**config.mk**
```make
export PLATFORM = sky130hd
export DESIGN_NAME = lap_split_capture
export DESIGN_NICKNAME = d
export VERILOG_FILES = /design/src/rtl/lap_split_capture.sv
export SDC_FILE = /design/constraint.sdc
export NUM_CORES = 1
export LEC_CHECK = 0
export BUFFER_PORTS_ARGS = -buffer_cell sky130_fd_sc_hd__buf_4
export CAP_MARGIN = 20
export CELL_PAD_IN_SITES_DETAIL_PLACEMENT = 1
export CELL_PAD_IN_SITES_GLOBAL_PLACEMENT = 2
export CORE_UTILIZATION = 36
export CTS_CLUSTER_DIAMETER = 200
export DETAILED_ROUTE_END_ITERATION = 7
export PLACE_DENSITY = 0.77
export SYNTH_ARGS = -nofsm -noshare
export SYNTH_HDL_FRONTEND = slang
export SYNTH_SLANG_ARGS = --single-unit
```
**constraint.sdc**
```tcl
create_clock -name clk -period 2.6 [get_ports clk]
set_clock_uncertainty 0.2 [all_clocks]
set_input_delay 0.52 -clock clk [delete_from_list [all_inputs] [get_ports clk]]
set_output_delay 0.52 -clock clk [all_outputs]
set_load 0.01 [all_outputs]
```
**src/rtl/lap_split_capture.sv**
```systemverilog
// lap_split_capture: lap capture buffer with frozen split display and lap recall
module lap_split_capture #(
  parameter int DEPTH       = 4,
  parameter int HOLD_CYCLES = 2000
) (
  input  logic                     clk,
  input  logic                     rst_n,
  input  logic                     clear,
  input  logic                     lap_btn_n,
  input  logic                     recall_btn_n,
  input  logic [3:0]               live_cs_ones,
  input  logic [3:0]               live_cs_tens,
  input  logic [3:0]               live_sec_ones,
  input  logic [3:0]               live_sec_tens,
  output logic [3:0]               disp_cs_ones,
  output logic [3:0]               disp_cs_tens,
  output logic [3:0]               disp_sec_ones,
  output logic [3:0]               disp_sec_tens,
  output logic [$clog2(DEPTH):0]   lap_count,
  output logic [$clog2(DEPTH)-1:0] shown_index,
  output logic                     hold_active,
  output logic                     recall_active,
  output logic                     lap_full,
  output logic                     overflow
);
  localparam int IW = $clog2(DEPTH);
  localparam int CW = IW + 1;
  localparam int TW = $clog2(HOLD_CYCLES + 1);

  typedef enum logic [1:0] {LIVE, HOLD, RECALL} state_t;

  state_t         state_q, state_d;
  logic           lap_prev_q, rec_prev_q;
  logic [15:0]    snap_q, snap_d, disp_q, disp_d;
  logic [15:0]    buf_q [DEPTH];
  logic [CW-1:0]  cnt_q, cnt_d;
  logic [IW-1:0]  shown_q, shown_d;
  logic [TW-1:0]  timer_q, timer_d;
  logic           ovf_q, ovf_d, we;
  logic           lap_p, rec_p;
  logic [15:0]    live;

  assign live          = {live_sec_tens, live_sec_ones, live_cs_tens, live_cs_ones};
  assign lap_p         = lap_prev_q & ~lap_btn_n;
  assign rec_p         = rec_prev_q & ~recall_btn_n;
  assign lap_full      = cnt_q == CW'(DEPTH);
  assign lap_count     = cnt_q;
  assign shown_index   = shown_q;
  assign overflow      = ovf_q;
  assign hold_active   = state_q == HOLD;
  assign recall_active = state_q == RECALL;
  assign {disp_sec_tens, disp_sec_ones, disp_cs_tens, disp_cs_ones} = disp_q;

  // Next-state: hold countdown first, then events in priority clear > lap > recall
  always_comb begin
    state_d = state_q;
    cnt_d   = cnt_q;
    shown_d = shown_q;
    ovf_d   = ovf_q;
    snap_d  = snap_q;
    timer_d = timer_q;
    we      = 1'b0;
    if (state_q == HOLD) begin
      timer_d = timer_q == '0 ? '0 : timer_q - TW'(1);
      state_d = timer_q == '0 ? LIVE : HOLD;
    end
    if (clear) begin
      state_d = LIVE;
      cnt_d   = '0;
      shown_d = '0;
      ovf_d   = 1'b0;
      timer_d = '0;
    end else if (lap_p) begin
      if (state_q != RECALL) begin
        snap_d  = live;
        we      = !lap_full;
        cnt_d   = lap_full ? cnt_q : cnt_q + CW'(1);
        ovf_d   = ovf_q | lap_full;
        state_d = HOLD;
        timer_d = TW'(HOLD_CYCLES - 1);
      end
    end else if (rec_p) begin
      if (state_q != RECALL) begin
        if (cnt_q != '0) begin
          state_d = RECALL;
          shown_d = '0;
          timer_d = '0;
        end
      end else if ({1'b0, shown_q} == cnt_q - CW'(1)) begin
        state_d = LIVE;
        shown_d = '0;
      end else begin
        shown_d = shown_q + IW'(1);
      end
    end
    disp_d = state_d == HOLD ? snap_d : state_d == RECALL ? buf_q[shown_d] : live;
  end

  // State, counters, edge history and registered display
  always_ff @(posedge clk) begin
    if (!rst_n) begin
      state_q    <= LIVE;
      cnt_q      <= '0;
      shown_q    <= '0;
      ovf_q      <= 1'b0;
      timer_q    <= '0;
      snap_q     <= '0;
      disp_q     <= '0;
      lap_prev_q <= 1'b1;
      rec_prev_q <= 1'b1;
    end else begin
      state_q    <= state_d;
      cnt_q      <= cnt_d;
      shown_q    <= shown_d;
      ovf_q      <= ovf_d;
      timer_q    <= timer_d;
      snap_q     <= snap_d;
      disp_q     <= disp_d;
      lap_prev_q <= lap_btn_n;
      rec_prev_q <= recall_btn_n;
    end
  end

  // Lap storage; contents are don't-care after reset so no reset term
  always_ff @(posedge clk) begin
    if (rst_n && we) buf_q[cnt_q[IW-1:0]] <= snap_d;
  end
endmodule

```
## After elaboration in Yosys (flattened, before gate mapping)

Memories as Yosys holds them, arrays and structs flattened.
Cells that the tools add are included.
Widths: inputs -> output; s select.

| word-level totals | value |
|---|---|
| register bits after elaboration | 53 |
| input bits | 21 |
| memory bits (writable) | 64 |
| output and inout port bits | 25 |
| logic and storage cells | 67 |
| memories kept | 1 |

| cells by class | value |
|---|---|
| muxes and demuxes | 32 |
| add/subtract/negate cells | 4 |
| bitwise operators | 7 |
| eq/ne operators | 7 |
| reduce and logical (&&, ||, !) cells | 7 |

Memory list:

| name | words | width | read ports | clocked after memory_dff | wr ports | line | RTL |
|---|---|---|---|---|---|---|---|
| buf_q | 4 | 16 | 1 | 0 | 1 | 35 | `logic [15:0] buf_q [DEPTH];` |

Operators with widths:

| kind | number |
|---|---|
| $mux 16 | 5 |
| $mux 11 | 7 |
| $mux 2 | 14 |
| $logic_not 11->1 | 1 |
| $sub 11x1->11 const B | 1 |
| $mux 1 | 6 |
| $eq 2x1->1 const B | 2 |
| $eq 2x2->1 const B | 2 |
| $not 1->1 | 4 |
| $add 3x1->3 const B | 1 |
| $eq 2x3->1 | 1 |
| $eq 3x3->1 const B | 1 |
| $reduce_and 3->1 | 1 |
| $reduce_bool 3->1 | 1 |
| $sub 3x1->3 const B | 1 |
| $add 2x1->2 const B | 1 |
| $and 1x1->1 | 2 |
| $ne 2x2->1 const B | 1 |
| $reduce_and 2->1 | 1 |
| $reduce_or 2->1 | 1 |
| $logic_and 1x1->1 | 1 |
| $logic_not 1->1 | 1 |
| $or 1x1->1 | 1 |

## Logic depth before layout (Yosys ltp)

| depth | value |
|---|---|
| depth after elaboration | 11 |
| mapped depth | 10 |
| gate-level depth less buffers | 8 |

## Worst setup path before layout

No wires, ideal clock.

| timing | value |
|---|---|
| kind | register -> register |
| start | register cnt_q[0], in the netlist lap_count[0] |
| end | register disp_q[0] |
| buffers on the path | 1 |
| library setup time | 137 ps |
| cell stages (with the launch flop) | 10 |
| data required time | 2,263 ps |
| clock period less this slack | 2,892 ps |
| slack | -292 ps |
| data arrival time | 2,555 ps |
| cells stage by stage | dfxtp_1 inv_1 ha_1 xor2_2 nand3_1 a32oi_2 buf_2 mux2_2 a22oi_1 o211ai_2 |

| between the ends | value |
|---|---|
| cells in the longest elaborated chain, start to end | 10 |
| elaborated cells on any way between the ends | 20 |
| classes of those cells | add/sub (1); eq/ne (3); mux (14); reduce/logical (1); memory (1) |

RTL lines:

| element | line | RTL |
|---|---|---|
| start: declaration | 36 | `logic [CW-1:0] cnt_q, cnt_d;` |
| start signal: assignment | 113 | `cnt_q <= cnt_d;` |
| $sub 3x1->3 | 89 | `end else if ({1'b0, shown_q} == cnt_q - CW'(1)) begin` |
| $eq 2x3->1 | 89 |  |
| $mux 2 | 89 |  |
| $mux 2 | 83 | `if (state_q != RECALL) begin` |
| $mux 2 | 82 | `end else if (rec_p) begin` |
| $mux 2 | 73 | `end else if (lap_p) begin` |
| $mux 2 | 67 | `if (clear) begin` |
| $mem_v2 4x16 / $eq 2x2->1 (equally long branches) | -- |  |
| $mux 16 | 96 | `disp_d = state_d == HOLD ? snap_d : state_d == RECALL ? buf_q[shown_d] : live;` |
| $mux 16 * | 96 |  |
| end signal: assignment | 118 | `disp_q <= disp_d;` |
| end: declaration | 34 | `logic [15:0] snap_q, snap_d, disp_q, disp_d;` |

Every way passes the cells marked *; elsewhere a longest branch is shown, timed or not.
A chain may end at the register's enable or synchronous reset.

## Worst setup path in the final report

| timing | value |
|---|---|
| start | register cnt_q[1], in the netlist lap_count[1] |
| end | register disp_q[9] |

The elaborated chain is that of the path after synthesis.

==> impl_results.md <==
* Crit start category: register
* Area Overhead vs Synth at 30.3%
* Hold WC Path Type: in -> reg
* Via density at 5.20
* Starting Density at 0.375
* Final Max Tran Viols at 0
* Proportion of layout cells with a drive suffix above 1 at 0.351
* PwrDens at 683 nW/um^2
* CTS tree: done
* Clock period minus worst slack at roughly 2.5 ns
* Setup TNS at 0 ns
* Post-placement cell area at slightly below 6000 sq um
* Hold buffers post-CTS at 0
* Arrival time at the worst endpoint at ~2.6 ns
* Crit. End Element: register
* Avg Inst Size Synth at about 12 sq um
* FF-to-FF path depth at 10
* Die Area at 14500 sq um
* Syn Nets at approximately 450
* Antenna cells at 0
* Seq/Total Area, Yosys at 0.589
* F_max at roughly 400 MHz
* Routed WL at 13600 um
* Non-Filler Instances at approximately 700
* Detailed Routing Iterations Pass 1 at 4
* Number of port buffers at 45
* Deepest clock path buffer count at 2
* CTS H-tree depth at 4
* Post-route DRC at 0
* Width of the die at 121 um
* Tot GR Track Use at 0.203
* Final period util at 0.957
* Mapped Cells at roughly 420
* Largest net degree at the start of global routing at 19
* Synth cell types at 51
* HPWL Detailed at between 8000 and 9000 um
* Number of hold violations in the final report at 0
* Worst-Skew Late Latency at slightly above 0.4 ns
* Setup crit end: disp_q[9]$_SDFF_PN0_
* Nets@finish at 536
* VDD IR max at 404 uV
* Vias in the first global route at around 4000
* Post-synth top area share at 0.379
* Synth Cell Area at slightly above 5000 sq um
* DR iter-0 viols at approximately 130
* Leakage at between 2 and 3 nW
* Routability congestion estimate at 0.792
* Crit path launch: lap_count[1]$_SDFFE_PP0P_
* Clock sinks at around 120
* Total power at ~4.5 mW
* First-pass GRT wire length at 21700 um
* Reg-to-reg endpoint: disp_q[9]$_SDFF_PN0_
* R2R Path Start: lap_count[1]$_SDFFE_PP0P_
* # rows at 42
* Max_cap viols at 0
* WL per Instance at 19.4 um
* # IOs at 46
* Slew HR at 0.713
* R2r setup slk at roughly 0.11 ns
* Top cells by area, synth: edfxtp_1 38%, dfxtp_1 21%, nand2_1 4.5%, mux2_2 3.6%, a22oi_1 3.1%
* Remaining global-route overflow at 0
* Cell count after placement at 662
* Chip Height at approximately 120 um
* Fin area at 6600 sq um
* Core area at between 10000 and 15000 sq um
* Final setup viols at 0
* Yosys Warn Count at 0
* Clock transition at path regs at about 0.05 ns
* TritonCTS buffer count at 17
* Antenna violations before repair at 0
* Critical path required time at around 2.7 ns
* Flops & latches, synth at ~120
* Slew @ Worst Pin at approximately 0.43 ns
* Peak fanout along the critical path at 6
* Dominant cell type by area after synthesis: edfxtp_1
* Post-route ant nets at 0
* Crit Path Class: reg -> reg
* Root buf cell: clkbuf_16
* Status: finished clean
* Vias at between 3000 and 4000
## cells in the mapped netlist, drive strengths merged
cell	number
buf	10
o211ai	17
and2	23
nor3	9
mux2	16
xnor2	7
inv	7
a32oi	3
mux2i	1
a221oi	1
nand4	1
clkbuf	9
and2b	1
clkinv	1
a311o	1
nor2b	2
ha	6
a21o	1
o31ai	1
nor2	24
o41ai	2
or3	2
o21ai	3
a21oi	15
a211oi	2
a31o	2
nor4	4
nand4bb	1
or4	1
nor4b	2
nor4bb	1
nand2	61
dfxtp	53
a22oi	31
edfxtp	64
xor2	6
nand2b	10
nand3	20
o311a	1
## worst min path at each step
stage / from / to / slack, ns / cells after the start
6_report: recall_btn_n / rec_prev_q$_SDFF_PN1_ / 0.13 / 2
5_1_grt: recall_btn_n / rec_prev_q$_SDFF_PN1_ / 0.13 / 2
4_1_cts: recall_btn_n / rec_prev_q$_SDFF_PN1_ / 0.11 / 2
3_5_place_dp: buf_q[2][0]$_DFFE_PP_ / disp_q[0]$_SDFF_PN0_ / 0.27 / 2
3_3_place_gp: overflow$_SDFFE_PP0P_ / overflow$_SDFFE_PP0P_ / 0.25 / 2
2_1_floorplan: buf_q[2][0]$_DFFE_PP_ / disp_q[0]$_SDFF_PN0_ / 0.25 / 2
## per-layer routing
layer  share of wire  global-route usage  wire [um]
met5               0                   0          0
met4           0.015              0.0694        199
met3           0.041              0.0519        553
met2            0.51               0.347       6880
met1            0.44               0.248       5940
## layout make-up
cell class                      instances  area (sq um)
Inverter                                8          30.0
Tap cell                              176           220
Clock inverter                         14           113
Sequential cell                       117          2980
Timing Repair Buffer                   87           766
Clock buffer                           18           429
Multi-Input combinational cell        278          2060
Fill cell                            1394          6910
## repair_timing
item,in CTS,in global routing
setup endpoints to repair,16,16
resized for setup,6,8
buffers inserted,3,1
pin swaps,2,3
## cells in the final DEF, fill, tap and decap left out, drive strengths merged, types with 2 or more instances in the layout
cell,n
nand2b,10
clkinvlp,4
nor3,9
a32oi,3
clkbuf,18
nor4,4
a21oi,15
edfxtp,64
a22oi,31
ha,6
o21ai,3
nor4b,2
xnor2,7
xor2,6
a211oi,2
dfxtp,53
nor2b,2
clkinv,9
inv,8
nand2,61
o211ai,17
nor2,24
mux2,16
and2,23
o41ai,2
or3,2
a31o,2
nand3,20
buf,87
## metrics by stage
step	hold slack, ns	worst slack [ns]	utilization
floorplan	0.254	0.00971	-
global placement	0.250	-0.0910	0.440
detailed placement	0.266	-0.137	0.440
CTS	0.109	0.0222	0.484
global route	0.132	-0.000136	0.489
finish	0.131	0.113	0.489
## sequential cells by signal, indices dropped and copies added, names as in the netlist
name         cells
snap_q          16
lap_count        3
state_q          2
buf_q           64
shown_index      2
overflow         1
timer_q         11
rec_prev_q       1
disp_q          16
lap_prev_q       1
## where the power goes
group / internal, mW / leakage, nW / total, mW / switching [mW]
clock network: 1.30 / 0.255 / 2.14 / 0.839
registers: 2.00 / 1.03 / 2.03 / 0.0260
logic: 0.152 / 1.26 / 0.344 / 0.193
total: 3.45 / 2.54 / 4.51 / 1.06
## critical path, cell delays in order (launching register included)
cell	delay, ns
dfxtp_1	0.33
inv_1	0.10
ha_1	0.24
xnor2_2	0.23
nand4_1	0.21
a32oi_4	0.25
buf_4	0.17
xor2_2	0.17
buf_4	0.19
a22oi_1	0.10
o211ai_1	0.20
## kinds of logic (layout without fill, tap and decap cells)
logic type      Yosys count  after routing  share of synthesized area
simple gates            162            162                      0.166
xor+xnor                 13             13                     0.0254
flops                   117            117                      0.589
fa+ha+maj                 6              6                     0.0148
mux                      17             17                     0.0375
compound gates           80             80                      0.142
buf+inv                  27            127                     0.0262
Power figures use the tool's default switching activity.
